`src/rtl/matrix_mult_scheduler.sv`:
```
// Row-major cell sequencer for C = A x B over one shared column_processor.
// Latches A and B on start, issues row i / column j per cell, collects results and hands C to the host.
module matrix_mult_scheduler #(
  parameter int size       = 4,
  parameter int cell_width = 32,
  parameter int width      = cell_width * size,
  parameter int mat_width  = width * size,
  parameter int timeout    = 1024
) (
  input  logic                 in_clk,
  input  logic                 in_reset,
  input  logic                 in_start,
  input  logic [mat_width-1:0] in_mat_a,
  input  logic [mat_width-1:0] in_mat_b,
  input  logic                 out_ack,
  output logic [mat_width-1:0] out_mat_c,
  output logic                 out_ready,
  output logic                 out_busy,
  output logic                 out_error,
  output logic [15:0]          out_cycles,
  output logic [width-1:0]     proc_row_a,
  output logic [width-1:0]     proc_col_b,
  output logic                 proc_ready,
  output logic                 proc_ack,
  input  logic                 proc_out_ready,
  input  logic [width-1:0]     proc_cell
);

  localparam int idx_w  = (size > 1) ? $clog2(size) : 1;
  localparam int wait_w = $clog2(timeout + 1);
  localparam logic [idx_w-1:0]  last_idx  = idx_w'(size - 1);
  localparam logic [wait_w-1:0] wait_last = wait_w'(timeout - 1);

  typedef enum logic [2:0] {
    S_IDLE,
    S_ISSUE,
    S_WAIT,
    S_ACK,
    S_DONE
  } state_t;

  state_t               r_state;
  state_t               w_next;
  logic [mat_width-1:0] r_a;
  logic [mat_width-1:0] r_b;
  logic [mat_width-1:0] r_c;
  logic [idx_w-1:0]     r_i;
  logic [idx_w-1:0]     r_j;
  logic [wait_w-1:0]    r_wait;
  logic                 r_error;
  logic [15:0]          r_cycles;
  logic [width-1:0]     w_row_a;
  logic [width-1:0]     w_col_b;
  logic                 w_last_cell;
  logic                 w_wait_expired;

  assign w_last_cell    = (r_i == last_idx) && (r_j == last_idx);
  // The count reaches timeout on this edge, so the abort fires one cycle before r_wait would equal it.
  assign w_wait_expired = (r_wait == wait_last);

  always_ff @(posedge in_clk or negedge in_reset) begin
    if (!in_reset) r_state <= S_IDLE;
    else           r_state <= w_next;
  end

  // NOTE: every variable in an always_comb gets a default first, otherwise a missed branch infers a latch.
  always_comb begin
    w_next = r_state;
    unique case (r_state)
      S_IDLE:  if (in_start) w_next = S_ISSUE;
      S_ISSUE: w_next = S_WAIT;
      S_WAIT: begin
        if (proc_out_ready)      w_next = S_ACK;
        else if (w_wait_expired) w_next = S_DONE;
      end
      S_ACK:   w_next = w_last_cell ? S_DONE : S_ISSUE;
      S_DONE:  if (out_ack) w_next = S_IDLE;
      default: w_next = S_IDLE;
    endcase
  end

  // NOTE: the matrix storage is reset like any other register so a mid-job reset leaves no stale C visible.
  always_ff @(posedge in_clk or negedge in_reset) begin
    if (!in_reset) begin
      r_a      <= '0;
      r_b      <= '0;
      r_c      <= '0;
      r_i      <= '0;
      r_j      <= '0;
      r_wait   <= '0;
      r_error  <= 1'b0;
      r_cycles <= '0;
    end else begin
      unique case (r_state)
        S_IDLE: begin
          if (in_start) begin
            r_a      <= in_mat_a;
            r_b      <= in_mat_b;
            r_c      <= '0;
            r_i      <= '0;
            r_j      <= '0;
            r_wait   <= '0;
            r_error  <= 1'b0;
            r_cycles <= '0;
          end
        end
        S_WAIT: begin
          if (proc_out_ready) begin
            r_c[(int'(r_i) * size + int'(r_j)) * cell_width +: cell_width] <= proc_cell[cell_width-1:0];
          end else begin
            r_wait <= r_wait + 1'b1;
            if (w_wait_expired) r_error <= 1'b1;
          end
        end
        S_ACK: begin
          r_wait <= '0;
          if (!w_last_cell) begin
            if (r_j == last_idx) begin
              r_j <= '0;
              r_i <= r_i + 1'b1;
            end else begin
              r_j <= r_j + 1'b1;
            end
          end
        end
        default: ;
      endcase

      if ((r_state == S_ISSUE || r_state == S_WAIT || r_state == S_ACK) && (r_cycles != 16'hFFFF))
        r_cycles <= r_cycles + 16'd1;
    end
  end

  // Operands come straight from the latched matrices and indices, which only move on the S_ACK exit edge.
  always_comb begin
    w_row_a = '0;
    w_col_b = '0;
    for (int k = 0; k < size; k++) begin
      w_row_a[k*cell_width +: cell_width] = r_a[(int'(r_i) * size + k) * cell_width +: cell_width];
      w_col_b[k*cell_width +: cell_width] = r_b[(k * size + int'(r_j)) * cell_width +: cell_width];
    end
  end

  generate
    if (size > 1) begin : g_unused_cell
      logic w_unused_cell;
      assign w_unused_cell = ^proc_cell[width-1:cell_width];
    end
  endgenerate

  assign proc_row_a = w_row_a;
  assign proc_col_b = w_col_b;
  assign proc_ready = (r_state == S_ISSUE);
  assign proc_ack   = (r_state == S_ACK);
  assign out_ready  = (r_state == S_DONE);
  assign out_busy   = (r_state != S_IDLE);
  assign out_mat_c  = r_c;
  assign out_error  = r_error;
  assign out_cycles = r_cycles;

endmodule
```
`config.mk`:
```
export PLATFORM = sky130hd
export DESIGN_NAME = matrix_mult_scheduler
export DESIGN_NICKNAME = d
export VERILOG_FILES = /design/src/rtl/matrix_mult_scheduler.sv
export SDC_FILE = /design/constraint.sdc
export NUM_CORES = 2
export LEC_CHECK = 0
export CORE_AREA = 2 2 768 770
export DETAILED_ROUTE_END_ITERATION = 6
export DIE_AREA = 0 0 770 772
export SYNTH_ARGS = -nofsm -noshare
export SYNTH_HDL_FRONTEND = slang
export SYNTH_SLANG_ARGS = --single-unit
```
`constraint.sdc`:
```
create_clock -name in_clk -period 5.9 [get_ports in_clk]
set_input_delay 1.475 -clock in_clk [delete_from_list [all_inputs] [get_ports in_clk]]
set_output_delay 1.475 -clock in_clk [all_outputs]
set_load 0.02 [all_outputs]
```
==> summary.txt <==
Pins Over Slew Limit - 0
drt first-iter violations - 5206
EDFF count, synth - 0
Cell Area, Synth - 0.0666 mm2
die area - 0.594 mm2
sw frac - 0.434
Worst Hold Class - register to register
hold path cells - 2
grt ovf - 0
cell area power density - 502 mW/mm2
Die X - 770 um
number of H-tree levels - 4
via count - 58300
total track usage - 0.152
FFs w/ async S/R, synth - 1.00
cell-internal power - 28.7 mW
Synth Net Count - 7611
Via density - 3.60
Top delay family on crit path - buffers and inverters
Crit. End Element - output pin
hold slack - 0.468 ns
clk_skew - 0.114 ns
Vert. Die Dim - 772 um
slowest stage delay, CP - 0.84 ns
area growth from synthesis to layout - 51.8%
antenna violations before repair - 265
DRT Wirelength - 470 mm
first drt pass iteration count - 6
status - complete, no violations
P_leak - 44.2 nW
Inst Count DP - 15800
Core ar. - 0.587 mm2
clock power share - 0.248
critical path, cell by cell - buf_12, mux4_2, clkdlybuf4s50_1
DR DRC count - 0
RePlAce Congestion - 0.946
MaxCap Viol Count - 0
Non-Filler Instances - 16200
CP startpoint kind - register
Initial Util - 0.113
CP Class - register to output pin
cts hold-fix bufs - 0
worst-path fanout max - 42
Clk Tree Root Cell - clkbuf_16
Yosys warnings - 0
post-DP HPWL - 392 mm
CTS clk-pin slew, worst paths - 0.06 ns
Post-CTS Setup Inserts - 0
CTS sink cnt - 1571
CP arrival - 3.91 ns
Yosys reg bits - 1571
CTS Buffer Depth - 4
critical path depth - 3
std cell rows - 282
port bufs - 1849
CP bufs+invs - 2
switching power - 22.0 mW
cell count after synthesis - 6444
syn_area_per_cell - 10.3 um2
Logic pwr share - 0.422
CTS resizes - 0
fin crit share - 0.912
CTS Buf Count - 192
largest net degree at the start of global routing - 137
FMAX - 186 MHz
Sequential Power Share - 0.330
worst slew pin tran - 1.20 ns
worst path required time - 4.43 ns
Final Setup Violations - 0
min Tclk post-route - 5.38 ns
later-pin clock latency in the skew report - 0.90 ns
maximum VDD drop - 0.373 mV
Final Net Count - 9338
Yosys cell types - 63
antenna-violating nets left - 0
Hold Vio Cnt, Final - 0
vias in the first global route - 57500
crit path max-delay cell type - clkdlybuf4s50_1
TritonCTS clock tree - built
Post-Route Setup TNS - 0 ns
IO Pins - 1946
sequential area share after synthesis - 0.590
layout cells sized above 1 - 0.0990
Reg2Reg Depth - 9
worst reg2reg setup slack - 1.79 ns
number of fill cells - 65400
first-pass GRT wire length - 594 mm
per-cell routed wire length - 29.0 um
Slew HR - 0.195
RSZ-0062 raised after global routing - no
Synth Flop Type - dfrtp_1
## stage by stage
step	total power [mW]	setup WS (ns)	utilization	cell area, um2
3_3_place_gp	38.6	1.16	0.161	94300
2_1_floorplan	26.1	2.57	-	66600
5_1_grt	54.0	0.213	0.172	101000
4_1_cts	51.7	0.265	0.172	101000
6_report	50.8	0.518	0.172	101000
3_5_place_dp	38.8	1.10	0.161	94300
## kinds of logic (layout without fill, tap and decap cells)
group / after synthesis / in the layout / synth area share
XOR/XNOR: 2 / 2 / 0.000376
buffers and inverters: 493 / 2376 / 0.0350
AO/OA/AOI/OAI: 450 / 450 / 0.0595
other: 0 / 85 / 0
flip-flops: 1571 / 1571 / 0.590
adder cells (fa/ha/maj): 10 / 10 / 0.00188
AND/OR/NAND/NOR: 3517 / 3517 / 0.204
multiplexers: 401 / 401 / 0.108
## flip-flops by register name, indices dropped and copies added (netlist names)
| name | count |
|---|---|
| out_mat_c | 512 |
| r_a | 512 |
| r_b | 512 |
| out_cycles | 16 |
| r_wait | 11 |
| r_state | 3 |
| r_i | 2 |
| r_j | 2 |
| out_error | 1 |
## layout by cell type, fill, tap and decap left out, drive strengths merged, types with 53 or more instances in the layout
cell type	instances
mux2i	143
clkbuf	268
buf	216
diode	85
a32o	129
clkdlybuf4s50	1792
nand2	3368
dfrtp	1571
a22o	218
nand3	53
mux4	256
## synthesized netlist by cell type (all sizes together) (5+ instances only)
master / count / area share
and4: 7 / 0.00092
mux4: 256 / 0.087
o21ai: 7 / 0.00058
dfrtp: 1571 / 0.59
or3: 6 / 0.00056
a32o: 129 / 0.019
nand2: 3368 / 0.19
nand3: 53 / 0.0041
a22o: 218 / 0.029
a21oi: 14 / 0.0011
a31oi: 11 / 0.0010
clkbuf: 171 / 0.0096
buf: 304 / 0.024
o31ai: 7 / 0.00079
nor4: 8 / 0.00075
o211ai: 36 / 0.0041
a211o: 7 / 0.00092
and3b: 5 / 0.00066
nor3: 15 / 0.0016
or4: 7 / 0.00079
mux2i: 143 / 0.021
and3: 8 / 0.00075
ha: 10 / 0.0019
inv: 17 / 0.00096
nand4: 7 / 0.00066
nor2: 11 / 0.00070
## path summary, 6_finish.rpt
check	endpoint	startpoint
max in group asynchronous	r_a[500]	in_reset
max	proc_row_a[112]	r_i[0]
min reg2reg	r_a[197]	r_a[197]
min	r_a[197]	r_a[197]
min in group asynchronous	out_mat_c[346]	in_reset
max reg2reg	out_mat_c[410]	r_j[0]
## power by group through the flow
stage / Clock [mW] / Sequential, mW / Combinational (mW)
2_1_floorplan: 0 / 15.9 / 10.2
3_3_place_gp: 0 / 16.7 / 21.9
3_5_place_dp: 0 / 16.8 / 22.0
4_1_cts: 12.9 / 16.7 / 22.1
5_1_grt: 13.4 / 17.1 / 23.6
6_report: 12.6 / 16.7 / 21.4
## worst reg2reg max path: stages, from the launching register on
cell,delay [ns]
dfrtp_4,0.64
buf_4,0.40
inv_1,0.12
ha_1,0.45
or2_1,0.35
nor4b_4,0.30
buf_4,0.35
and4_2,0.89
buf_4,0.36
a22o_1,0.19
## routing by layer
layer,global-route usage,up-vias,share of wire
met3,0.104,902,0.17
met2,0.220,2954,0.41
li1,-,24900,-
met5,0,-,0.0020
met4,0.0621,136,0.049
met1,0.173,29400,0.37
## cell type report
type | instances | area (um2) | area share
multi-input cells | 4380 | 25200 | 0.249
clock buffers | 268 | 5370 | 0.0531
well taps | 7810 | 9770 | 0.0967
inverters | 18 | 67.6 | 0.000668
clock inverters | 82 | 1190 | 0.0117
diodes | 85 | 213 | 0.00210
flip-flops and latches | 1571 | 39300 | 0.389
repair buffers | 2008 | 20000 | 0.197
Note: power is estimated with default switching activity, not from simulation.
